===== config.mk =====
export PLATFORM = sky130hd
export DESIGN_NAME = dcd_inst_buf
export DESIGN_NICKNAME = d
export VERILOG_FILES = /design/src/rtl/dcd_inst_buf.sv
export SDC_FILE = /design/constraint.sdc
export NUM_CORES = 1
export LEC_CHECK = 0
export CORE_ASPECT_RATIO = 1.5
export CORE_MARGIN = 2
export CORE_UTILIZATION = 39
export CTS_BUF_LIST = sky130_fd_sc_hd__clkbuf_2 sky130_fd_sc_hd__clkbuf_4 sky130_fd_sc_hd__clkbuf_8
export CTS_CLUSTER_SIZE = 12
export DETAILED_ROUTE_END_ITERATION = 10
export SYNTH_ARGS = -nofsm -noshare
export SYNTH_HDL_FRONTEND = slang
export SYNTH_SLANG_ARGS = --single-unit

===== constraint.sdc =====
create_clock -name clk -period 9.97 [get_ports clk]
set_input_delay 0.997 -clock clk [delete_from_list [all_inputs] [get_ports clk]]
set_output_delay 0.997 -clock clk [all_outputs]
set_load 0.005 [all_outputs]

===== src/rtl/dcd_inst_buf.sv =====
// dcd_inst_buf
// ------------
// Decoded-instruction buffer on the consumer side of the 66-bit decoded
// instruction bus. Valid packets (bit 65 set) are queued in a DEPTH-entry
// FIFO. The head entry is presented raw on inst_out and unpacked into its
// register, immediate, PC and class fields. flush_in empties the buffer on a
// misprediction.
//
// Optional feature (macro DCD_BUF_BYPASS_EN):
//   When the buffer is empty and issue is ready, a valid input passes
//   straight to the head outputs in the same cycle and is not stored.
//   Without the macro, every head output comes from stored state.
//
// Ports:
//   clk           rising-edge clock
//   rst           asynchronous active-high reset
//   dcd_inst_in   packed decoded instruction, [65] = valid
//   flush_in      discard all entries and the current input
//   issue_rdy_in  downstream takes the head entry this cycle
//   full_out      occupancy == DEPTH, decode must hold its packet
//   cnt_out       current occupancy
//   vld_out       head entry valid
//   inst_out      raw head entry (zero when vld_out is low)
//   rs/rd/rt_out, rs_v/rd_v/rt_v_out, imm_out, pc_out   head fields
//   is_brn_out    head brn field non-zero
//   is_mem_out    head MemRd or MemWr set

module dcd_inst_buf #(
  parameter int DEPTH  = 8,
  parameter int ADDR_W = 3
) (
  input  logic              clk,
  input  logic              rst,
  input  logic [65:0]       dcd_inst_in,
  input  logic              flush_in,
  input  logic              issue_rdy_in,
  output logic              full_out,
  output logic [ADDR_W:0]   cnt_out,
  output logic              vld_out,
  output logic [65:0]       inst_out,
  output logic [3:0]        rs_out,
  output logic [3:0]        rd_out,
  output logic [3:0]        rt_out,
  output logic              rs_v_out,
  output logic              rd_v_out,
  output logic              rt_v_out,
  output logic [15:0]       imm_out,
  output logic [15:0]       pc_out,
  output logic              is_brn_out,
  output logic              is_mem_out
);

  localparam logic [ADDR_W:0]   CNT_FULL = (ADDR_W+1)'(DEPTH);
  localparam logic [ADDR_W:0]   CNT_ZERO = {(ADDR_W+1){1'b0}};
  localparam logic [ADDR_W:0]   CNT_ONE  = {{ADDR_W{1'b0}}, 1'b1};
  localparam logic [ADDR_W-1:0] PTR_ZERO = {ADDR_W{1'b0}};
  localparam logic [ADDR_W-1:0] PTR_ONE  = {{(ADDR_W-1){1'b0}}, 1'b1};

  logic [65:0]       mem_r [DEPTH];
  logic [ADDR_W-1:0] head_r;
  logic [ADDR_W-1:0] tail_r;
  logic [ADDR_W:0]   cnt_r;

  logic              full_s;
  logic              empty_s;
  logic              byp_s;
  logic              push_s;
  logic              pop_s;
  logic              vld_s;
  logic [65:0]       inst_s;

  assign full_s  = (cnt_r == CNT_FULL);
  assign empty_s = (cnt_r == CNT_ZERO);

`ifdef DCD_BUF_BYPASS_EN
  // Empty buffer + ready issue: hand the input straight through.
  assign byp_s = empty_s & dcd_inst_in[65] & issue_rdy_in & ~flush_in;
`else
  assign byp_s = 1'b0;
`endif

  // Push/pop qualification; a full buffer never accepts, even while popping.
  always_comb begin
    push_s = 1'b0;
    pop_s  = 1'b0;
    if (flush_in) begin
      push_s = 1'b0;
      pop_s  = 1'b0;
    end else begin
      push_s = dcd_inst_in[65] & ~full_s & ~byp_s;
      pop_s  = ~empty_s & issue_rdy_in;
    end
  end

  // Pointer and occupancy state; flush outranks push and pop.
  always_ff @(posedge clk or posedge rst) begin
    if (rst) begin
      head_r <= PTR_ZERO;
      tail_r <= PTR_ZERO;
      cnt_r  <= CNT_ZERO;
    end else if (flush_in) begin
      head_r <= PTR_ZERO;
      tail_r <= PTR_ZERO;
      cnt_r  <= CNT_ZERO;
    end else begin
      if (push_s) begin
        tail_r <= tail_r + PTR_ONE;
      end
      if (pop_s) begin
        head_r <= head_r + PTR_ONE;
      end
      case ({push_s, pop_s})
        2'b10:   cnt_r <= cnt_r + CNT_ONE;
        2'b01:   cnt_r <= cnt_r - CNT_ONE;
        default: cnt_r <= cnt_r;
      endcase
    end
  end

  // Entry storage; contents are meaningless until written, so no reset.
  always_ff @(posedge clk) begin
    if (push_s) begin
      mem_r[tail_r] <= dcd_inst_in;
    end
  end

  // Head view: bypassed input, stored head, or all zeros when nothing valid.
  always_comb begin
    inst_s = {66{1'b0}};
    vld_s  = 1'b0;
    if (byp_s) begin
      inst_s = dcd_inst_in;
      vld_s  = 1'b1;
    end else if (!empty_s) begin
      inst_s = mem_r[head_r];
      vld_s  = 1'b1;
    end else begin
      inst_s = {66{1'b0}};
      vld_s  = 1'b0;
    end
  end

  assign full_out   = full_s;
  assign cnt_out    = cnt_r;
  assign vld_out    = vld_s;
  assign inst_out   = inst_s;

  assign rs_v_out   = inst_s[64];
  assign rs_out     = inst_s[63:60];
  assign rd_v_out   = inst_s[59];
  assign rd_out     = inst_s[58:55];
  assign rt_v_out   = inst_s[54];
  assign rt_out     = inst_s[53:50];
  assign imm_out    = inst_s[48:33];
  assign is_brn_out = |inst_s[31:30];
  assign is_mem_out = inst_s[26] | inst_s[25];
  assign pc_out     = inst_s[15:0];

endmodule


## Yosys cells after proc, flatten, opt, wreduce, memory -nomap -nowiden

Memories as Yosys holds them, arrays and structs flattened.
Cells that the tools add are included.

- Register bits after elaboration: 10
- Memory bits (writable): 528
- Input bits: 70
- Output and inout port bits: 121
- Word-level logic and storage cells: 33
- Memories: 1

- $add $sub $neg: 4
- Equality and inequality tests: 3
- Mux-type cells: 12
- Bitwise gates (word level): 5
- Reductions and logical operators: 5

Memory list:

| memory | depth | bits a word | rd ports | clocked after Yosys merged registers in | wr ports | RTL line | source |
|---|---|---|---|---|---|---|---|
| mem_r | 8 | 66 | 1 | 0 | 1 | 59 | `logic [65:0] mem_r [DEPTH];` |

Operators with widths:

| operator | number |
|---|---|
| two-way mux 66 bit | 1 |
| two-way mux 3 bit | 4 |
| case mux 4 bit (2 select lines) | 1 |
| adder 3 x 1 -> 3 bit, second input constant | 2 |
| two-way mux 1 bit | 5 |
| adder 4 x 1 -> 4 bit, second input constant | 1 |
| == test 4 bit, second input constant | 1 |
| logical NOT 4 bit | 1 |
| two-way mux 4 bit | 1 |
| nonzero test 2 bit | 2 |
| subtractor 4 x 1 -> 4 bit, second input constant | 1 |
| nonzero test 3 bit | 1 |
| AND 1 bit | 2 |
| == test 2 x 1 -> 1 bit, second input constant | 1 |
| == test 2 bit, second input constant | 1 |
| inverter 1 bit | 2 |
| OR reduction 2 bit | 1 |
| bitwise OR 1 bit | 1 |

## Logic depth before layout (Yosys ltp)

Gate-level depths: netlist (run 1).

- Word-level depth: 7
- Gate-level depth with buffers: 11
- Mapped depth without buffers: 9

## Worst setup path after synthesis (run 1)

OpenSTA, ideal clock, no wires.

- Path kind: input -> register
- From: input port flush_in
- To: memory mem_r[0][0], enable pin
- Library setup time: 0.653 ns
- Arrival: 7.770 ns
- Data required time: 9.317 ns
- Path slack: 1.547 ns
- Stages on the path: 3
- Path buffers: 2
- Cell sequence: clkbuf_1 clkbuf_1 nor4_1

- Word-level cells in the longest chain between the ends: 3

Ends and longest elaborated chain:

| item | RTL line | source |
|---|---|---|
| from (decl) | 35 | `input logic flush_in,` |
| two-way mux 1 bit | 86 | `if (flush_in) begin` |
| two-way mux 1 bit | 122 | `if (push_s) begin` |
| two-way mux 1 bit (not written as such) | 123 | `mem_r[tail_r] <= dcd_inst_in;` |
| to (decl) | 59 |  |

No other way between the ends.

## Worst setup path in the final report (run 1)

- From: register head_r[0]
- To: output port imm_out[7]

- Word-level cells in the longest chain between the ends: 2

Ends and longest elaborated chain:

| item | RTL line | source |
|---|---|---|
| from (decl) | 60 | `logic [ADDR_W-1:0] head_r;` |
| from (signal assigned) | 110 | `head_r <= head_r + PTR_ONE;` |
| memory (8 x 66 bit) | - |  |
| two-way mux 66 bit | 134 | `end else if (!empty_s) begin` |
| to (decl) | 47 | `output logic [15:0] imm_out,` |

No other way between the ends.

==> results of run 1 <==
state kept, by name, summed over array words and instances (netlist names):
| register | count |
|---|---|
| cnt_out | 4 |
| head_r | 3 |
| mem_r | 528 |
| tail_r | 3 |
cells in the final DEF, fill, tap and decap left out, types with 3 or more instances in the layout:
cell type / netlist / routed
a211oi_1: 3 / 3
a21oi_1: 5 / 5
buf_4: 48 / 18
bufinv_16: 0 / 4
clkbuf_4: 0 / 23
clkbuf_8: 0 / 81
clkdlybuf4s50_1: 0 / 190
clkinv_1: 0 / 17
clkinv_2: 0 / 8
clkinvlp_4: 0 / 3
dfrtp_1: 10 / 7
dfrtp_4: 0 / 3
edfxtp_1: 528 / 528
ha_1: 4 / 4
inv_1: 4 / 4
mux2i_1: 67 / 67
mux4_2: 132 / 132
nand2_1: 10 / 10
nand2b_1: 3 / 3
nand3_1: 3 / 3
nor2_1: 82 / 76
nor2_4: 0 / 6
nor4_2: 0 / 3
xnor2_1: 3 / 3
xor2_1: 4 / 4
routing by layer:
metal | wire, µm | vias to the layer above | GRT usage, %
met5 | 37 | - | 0
met4 | 862 | 6 | 5.23
met3 | 1910 | 71 | 3.05
met2 | 23900 | 248 | 29.3
met1 | 17600 | 5167 | 18.9
li1 | - | 4326 | -
final cells by class:
cell class,count,area [µm²],area share (%)
Clock inverter,36,287,1.14
Sequential cell,538,16100,64.4
Clock buffer,104,1290,5.14
Multi-Input combinational cell,335,4430,17.7
Tap cell,689,862,3.44
Antenna cell,2,5.00,0.0200
Inverter,4,15.0,0.0600
Timing Repair Buffer,208,2040,8.13
power breakdown:
| group | switching, mW | internal (mW) |
|---|---|---|
| combinational | 0.784 | 1.10 |
| sequential | 0.0957 | 2.56 |
| clock | 0.819 | 0.952 |
final timing paths:
path,startpoint,endpoint,slack [ps],cells after the start
max in group asynchronous,rst,head_r[0],8970,2
hold reg to reg,tail_r[0],tail_r[0],580,2
hold / removal,tail_r[0],tail_r[0],580,2
min in group asynchronous,rst,tail_r[2],670,2
setup reg to reg,cnt_out[1],mem_r[2][22],6620,5
setup / recovery,head_r[0],imm_out[7],4810,6
cells by family after synthesis:
group | Yosys count
AOI/OAI and AO/OA | 14
xor gates and xnor gates | 8
adders and majority gates | 4
buffers and inverters | 102
DFF | 538
muxes | 200
and+or+nand+nor | 109
critical path: cells and delay by family (launching register included):
kind                   cells  cell delay [ps]
flip-flops                 1              900
buffers and inverters      3             1720
AND/OR/NAND/NOR            1               90
multiplexers               2              790
==> impl_metrics.csv, run 1 <==
group,metric,value,unit
synth,synth_xor_area_share,0.421,%
clocking,cts_tree,"done",
synth,synthMuxAreaShare,17.3,%
global_route,grt_overflow,0,
placement,dp_cells,1774,
setup_path,critPathSlowestCell,"dfrtp_4",
sta,final.setup.tns,0,ps
finish,final_layout_size_suffix_gt1_share,23.8,%
floorplan,coreArea,53600,µm²
placement,placed_area,23500,µm²
placement,globalplace.congestion,0.678,
placement,post-place-ws,5310,ps
sta,setup_violations,0,
global_route,grt_pass1_wl,66300,µm
floorplan,ios,191,
clocking,cts_max_level,3,
synth,yosys_warnings,0,
placement,io_buffers,190,
synth,synth_top_family_by_area,"multiplexers",
sta,tightest_slew,1090,ps
floorplan,fp.dieH,289,µm
clocking,clkSinkCount,538,
power,leakagePower,7.66,nW
synth,ys.flop_type,"edfxtp_1",
sta,final_hold_viol_count,0,
routing,drt_wl_total,44200,µm
synth,syn_area,21100,µm²
routing,drtIter0Drc,626,
floorplan,placementRows,104,
finish,area_growth,18.8,%
synth,synth_area_leader_cell,"edfxtp_1",
synth,yosysMostFrequentCell,"edfxtp_1",
setup_path,critPathLaunchType,"register",
clocking,cts_setup_buffers,0,
global_route,track_usage,15.9,%
power,powerDensity,252,nW/µm²
sta,min_period,5160,ps
routing,num_vias,9818,
power,ir_drop,154,µV
power,finalPower,6.32,mW
setup_path,path_cells,"buf_4 > buf_4 > mux4_2 > mux2i_1 > nor2_1 > clkdlybuf4s50_1",
synth,synth_edf_count,528,
setup_path,slowest_delay,900,ps
finish,fin_util,46.7,%
clocking,numCtsBuffers,79,
synth,syn_avg_cell_area,21.6,µm²
flow_run,maxCapViolCount,0,
synth,synth.distinct_cells,35,
finish,fin_cells,1916,
global_route,antenna_found_initial,5,
routing,via_per_inst,5.12,
sta,hold_ws,576,ps
finish,n_fill_cell,4598,
routing,wl_per_cell,23.1,µm
sta,max_slew_margin,27.0,%
setup_path,crit_top_cell,"buf_4",
synth,async_flop_share,1.86,%
synth,synth_compound_area_share,0.516,%
synth,yosys-top-cells-area,"edfxtp_1, mux4_2, mux2i_1",
sta,fmax,194,MHz
worst_hold_path,worst_hold_path_type,"register to register",
setup_path,required,8970,ps
clocking,clk_pin_slew,60,ps
clocking,ctsLongestPathBuffers,3,
routing,drc,0,
synth,synth-simple-area-share,2.21,%
setup_path,worst_setup_path_end_kind,"output pin",
routing,firstDrtPassIters,4,
synth,synth-seq-cells,538,
setup_path,arrival,4160,ps
synth,synth_seq_area_share,76.4,%
synth,synth_cells,975,
sta,fin_skew,19.7,ps
sta,grt_setup_unrepaired,"no",
global_route,grt_pass1_vias,10700,
floorplan,die_w,194,µm
global_route,grt_max_degree,70,
floorplan,die_area,56000,µm²
synth,synth_top_cell_area_share,75.2,%
routing,antenna_left,0,
placement,dp_hpwl,24400,µm
setup_path,crit_path_max_fanout,34,
sta,fin_ws,4810,ps
finish,layout.nets,1240,
clocking,cts_resized,0,
clocking,cts_root_buffer,"clkbuf_8",
sta,slew_violations,0,
synth,syn-num-nets,1049,
finish,final_area,25000,µm²
floorplan,initial_utilization,39.3,%
sta,timing.final.crit_share,51.7,%
synth,synthAdderAreaFrac,0.237,%
clocking,hold_buffers,0,
clocking,insertion_delay,620,ps
synth,synth_commonest_cells,"edfxtp_1, mux4_2, nor2_1",
setup_path,path_class,"register to output pin",
outcome,status,"finished clean",
Power figures use the tool's default switching activity.
==> run 2: changes to the inputs <==
==> constraint.sdc (replaced) <==
create_clock -name clk -period 4.9 [get_ports clk]
set_input_delay 0.49 -clock clk [delete_from_list [all_inputs] [get_ports clk]]
set_output_delay 0.49 -clock clk [all_outputs]
set_load 0.005 [all_outputs]
==> run 2 against run 1 <==
Compared with the run above: sequential cell count is the same; critical path depth shrank 1; clock skew grew 16 ps; die area is the same; sequential share of layout area shrank 0.29 points; largest cell class unchanged; sequential power grew 100%; clock power grew 93%; combinational power grew 110%; final area grew 0.46%; worst setup slack lost 3800 ps.
==> impl_metrics.csv, run 2 (synthesized netlist as in run 1, its figures left out) <==
group,metric,value,unit
placement,dp_cells,1784,
setup_path,required,4410,ps
finish,fin_util,46.9,%
sta,slew_violations,0,
finish,top_register,"mem_r",
setup_path,critPathSlowestCell,"dfrtp_4",
clocking,cts_setup_buffers,0,
placement,globalplace.congestion,0.732,
global_route,antenna_found_initial,4,
sta,min_period,3890,ps
floorplan,die_area,56000,µm²
routing,wl_per_cell,22.9,µm
finish,fin_cells,1925,
sta,hold_ws,193,ps
global_route,grt_pass1_vias,10700,
sta,final.setup.tns,0,ps
routing,drtIter0Drc,608,
clocking,cts_root_buffer,"clkbuf_8",
global_route,grt_pass1_wl,66300,µm
routing,drc,0,
placement,post-place-ws,1550,ps
global_route,grt_max_degree,48,
routing,m1WireLength,18200,µm
sta,setup_violations,0,
clocking,clk_pin_slew,60,ps
finish,final_area,25200,µm²
finish,layout.nets,1249,
setup_path,critPathLaunchType,"register",
finish,layout_common_cells,"edfxtp_1, clkdlybuf4s50_1, mux4_2",
finish,largest_reg_flops,528,
floorplan,ios,191,
finish,final_common_cell,"edfxtp_1",
power,finalPower,12.7,mW
setup_path,reg2reg_slack,2170,ps
setup_path,path_cells,"buf_12 > mux4_2 > mux2i_1 > nor2_1 > clkdlybuf4s50_1",
finish,area_growth,19.3,%
sta,fmax,257,MHz
clocking,cts_max_level,3,
routing,via_per_inst,5.14,
finish,seq_area,16100,µm²
clocking,ctsLongestPathBuffers,3,
clocking,clkSinkCount,538,
floorplan,initial_utilization,39.3,%
placement,placed_area,23700,µm²
outcome,status,"finished clean",
placement,dp_hpwl,25200,µm
routing,firstDrtPassIters,4,
floorplan,coreArea,53600,µm²
setup_path,crit_path_max_fanout,42,
worst_hold_path,worst_hold_path_type,"primary input to asynchronous set/reset pin",
power,ir_drop,282,µV
setup_path,r2r_end,"mem_r[3][65]",
power,leakagePower,7.70,nW
sta,tightest_slew,870,ps
sta,grt_setup_unrepaired,"no",
routing,wl_met2,23000,µm
setup_path,reg2reg_from,"cnt_out[1]",
routing,antenna_left,0,
global_route,track_usage,15.9,%
floorplan,fp.dieH,289,µm
setup_path,slowest_delay,890,ps
placement,io_buffers,190,
setup_path,worst_setup_path_end_kind,"output pin",
flow_run,maxCapViolCount,0,
global_route,grt_overflow,0,
sta,max_slew_margin,42.0,%
clocking,hold_buffers,0,
sta,fin_ws,1010,ps
finish,final_layout_size_suffix_gt1_share,24.2,%
routing,met3_length,2030,µm
routing,drt_wl_total,44100,µm
routing,num_vias,9902,
sta,fin_skew,35.7,ps
setup_path,path_class,"register to output pin",
clocking,cts_resized,0,
clocking,numCtsBuffers,78,
setup_path,ff2ff_path_depth,5,
floorplan,placementRows,104,
finish,n_fill_cell,4527,
setup_path,arrival,3400,ps
sta,timing.final.crit_share,79.3,%
power,powerDensity,506,nW/µm²
routing,top_layer,"met5",
clocking,cts_tree,"done",
sta,final_hold_viol_count,0,
floorplan,die_w,194,µm
clocking,insertion_delay,640,ps
finish,multiInputGateArea,4450,µm²
run 2: layer usage:
layer / vias to the layer above / track usage [%]
met3: 64 / 3.27
met5: - / 0
met2: 263 / 27.9
li1: 4355 / -
met4: 6 / 4.89
met1: 5214 / 19.8
run 2: how the worst max path moves through the flow:
stage	start	endpoint	slack, ps	depth (start not counted)
3_5_place_dp	head_r[0]	rs_out[1]	1550	5
4_1_cts	head_r[0]	rs_out[1]	850	5
5_1_grt	head_r[0]	rs_out[1]	790	5
3_3_place_gp	head_r[0]	rs_out[1]	1580	5
6_report	head_r[0]	rs_out[1]	1010	5
2_1_floorplan	cnt_out[3]	mem_r[6][0]	530	5
run 2: worst max-delay path, delay by kind of cell, from the launching register on:
family                 cells  cell delay (ps)
buffers and inverters      2              870
DFF                        1              890
muxes                      2              840
and+or+nand+nor            1              100
run 2: final cells by class:
cell class,count,area share [%]
Antenna cell,1,0.00995
Clock inverter,36,0.841
Inverter,4,0.0597
Sequential cell,538,64.1
Multi-Input combinational cell,335,17.7
Tap cell,689,3.43
Clock buffer,104,5.07
Timing Repair Buffer,218,8.84
run 2: where the power goes:
part           leakage, nW  switching (mW)  internal (mW)
logic                 2.02            1.64           2.28
clock network        0.778            1.65           1.76
registers             4.90           0.186           5.22
total                 7.70            3.48           9.26
==> run 3: changes to the inputs <==
==> constraint.sdc (replaced) <==
create_clock -name clk -period 3.9 [get_ports clk]
set_input_delay 0.39 -clock clk [delete_from_list [all_inputs] [get_ports clk]]
set_output_delay 0.39 -clock clk [all_outputs]
set_load 0.005 [all_outputs]
==> run 3 against run 2 <==
Compared with the run above: combinational power increased by 28%; count of clock-buffer cells in the layout shrank 6; non-clock buffer count rose by 5; sequential power increased by 25%; utilization up 0.10 points; hold slack worse by 64 ps; via count is 1.4% higher; final cell count is 0.16% higher; worst setup slack worse by 700 ps; clock power is 27% higher; sequential share of layout area down 0.14 points; total power up 27%; critical endpoint is now is_brn_out; largest cell class unchanged.
==> impl_metrics.csv, run 3 (synthesized netlist as in run 1, its figures left out) <==
group,metric,value,unit
sta,slew_violations,0,
sta,final.setup.tns,0,ps
power,powerDensity,639,nW/µm²
global_route,track_usage,16.1,%
routing,drtIter0Drc,529,
setup_path,crit_family,"buffers and inverters",
floorplan,initial_utilization,39.3,%
power,power_frac_clock,26.9,%
setup_path,worst_setup_path_end_kind,"output pin",
outcome,status,"finished clean",
setup_path,critPathSlowestCell,"dfrtp_4",
routing,met3_length,1900,µm
finish,area_growth,19.6,%
setup_path,slowest_delay,790,ps
clocking,numCtsBuffers,78,
power,pwr-share-seq,42.0,%
setup_path,path_buf_inv,2,
worst_hold_path,worst_hold_path_type,"primary input to asynchronous set/reset pin",
global_route,grt_overflow,0,
routing,drt_wl_total,44700,µm
placement,globalplace.congestion,0.709,
sta,min_period,3590,ps
routing,wl_met2,23700,µm
floorplan,fp.dieH,289,µm
power,ir_drop,321,µV
finish,largest_reg_flops,528,
setup_path,required,3510,ps
sta,final_hold_viol_count,0,
clocking,cts_max_level,3,
global_route,grt_pass1_vias,10800,
sta,tightest_slew,722,ps
floorplan,ios,191,
routing,num_vias,10000,
clocking,hold_buffers,0,
routing,via_per_inst,5.21,
sta,fin_skew,35.6,ps
power,finalPower,16.1,mW
sta,timing.final.crit_share,92.1,%
finish,layout.nets,1254,
finish,multiInputGateArea,4450,µm²
clocking,cts_setup_buffers,0,
finish,fin_util,47.0,%
global_route,grt_max_degree,48,
flow_run,maxCapViolCount,0,
clocking,insertion_delay,640,ps
routing,top_layer,"met5",
clocking,cts_root_buffer,"clkbuf_8",
finish,final_common_cell,"edfxtp_1",
sta,max_slew_margin,51.9,%
floorplan,coreArea,53600,µm²
routing,wl_per_cell,23.2,µm
sta,fin_ws,308,ps
power,p_int,11.7,mW
sta,grt_setup_unrepaired,"no",
sta,setup_violations,0,
clocking,cts_resized,0,
power,power_switching,4.44,mW
clocking,ctsLongestPathBuffers,3,
global_route,grt_pass1_wl,66900,µm
setup_path,arrival,3200,ps
routing,m1WireLength,18100,µm
finish,top_register,"mem_r",
routing,firstDrtPassIters,5,
setup_path,crit_path_max_fanout,25,
global_route,antenna_found_initial,5,
floorplan,placementRows,104,
power,leakagePower,7.72,nW
clocking,clkSinkCount,538,
routing,antenna_left,0,
finish,final_layout_size_suffix_gt1_share,24.1,%
setup_path,path_class,"register to output pin",
placement,io_buffers,190,
power,pwr-share-comb,31.2,%
finish,layout_common_cells,"edfxtp_1, clkdlybuf4s50_1, mux4_2",
clocking,clk_pin_slew,60,ps
floorplan,die_area,56000,µm²
finish,seq_area,16100,µm²
setup_path,path_cells,"buf_4 > mux4_2 > nor3_1 > a211oi_1 > clkdlybuf4s50_1",
floorplan,die_w,194,µm
finish,final_area,25200,µm²
routing,drc,0,
sta,fmax,278,MHz
clocking,cts_tree,"done",
placement,placed_area,23700,µm²
setup_path,critPathLaunchType,"register",
placement,dp_hpwl,25700,µm
placement,post-place-ws,885,ps
power,switching_share,27.5,%
finish,n_fill_cell,4557,
==> run 3: final timing paths <==
path / from / endpoint / slack [ps] / cells past startpoint
worst min-delay path: rst / cnt_out[3] / 130 / 2
worst max-delay path: head_r[0] / is_brn_out / 310 / 5
max in group asynchronous: rst / head_r[0] / 3430 / 2
worst max register to register: cnt_out[0] / cnt_out[3] / 1320 / 8
worst min register to register: tail_r[0] / tail_r[0] / 580 / 2
min in group clk: dcd_inst_in[44] / mem_r[5][44] / 490 / 1
==> run 3: per-stage QoR <==
| stage | cells | hold WS, ps |
|---|---|---|
| after floorplan | 975 | 230 |
| after global placement | 1789 | 553 |
| after detailed placement | 1789 | 563 |
| after CTS | 1926 | 139 |
| after global routing | 1928 | 167 |
| final | 1928 | 129 |
==> run 3: cell type report <==
| type | instances | share of cell area, % |
|---|---|---|
| Inverter | 4 | 0.0596 |
| Clock buffer | 98 | 4.85 |
| Tap cell | 689 | 3.42 |
| Sequential cell | 538 | 63.9 |
| Timing Repair Buffer | 223 | 9.02 |
| Clock inverter | 39 | 1.05 |
| Antenna cell | 2 | 0.0199 |
| Multi-Input combinational cell | 335 | 17.7 |
==> run 3: metal layers <==
| metal | track usage [%] | vias up |
|---|---|---|
| li1 | - | 4364 |
| met1 | 19.4 | 5330 |
| met2 | 29.3 | 255 |
| met3 | 2.92 | 84 |
| met4 | 5.36 | 4 |
| met5 | 0 | - |
==> run 3: power by group through the flow <==
stage	clock, mW	combinational, mW	sequential (mW)
2_1_floorplan	0	3.06	6.74
3_3_place_gp	0	5.14	6.88
3_5_place_dp	0	5.17	6.89
4_1_cts	4.46	5.18	6.77
5_1_grt	4.70	5.44	6.79
6_report	4.33	5.02	6.76
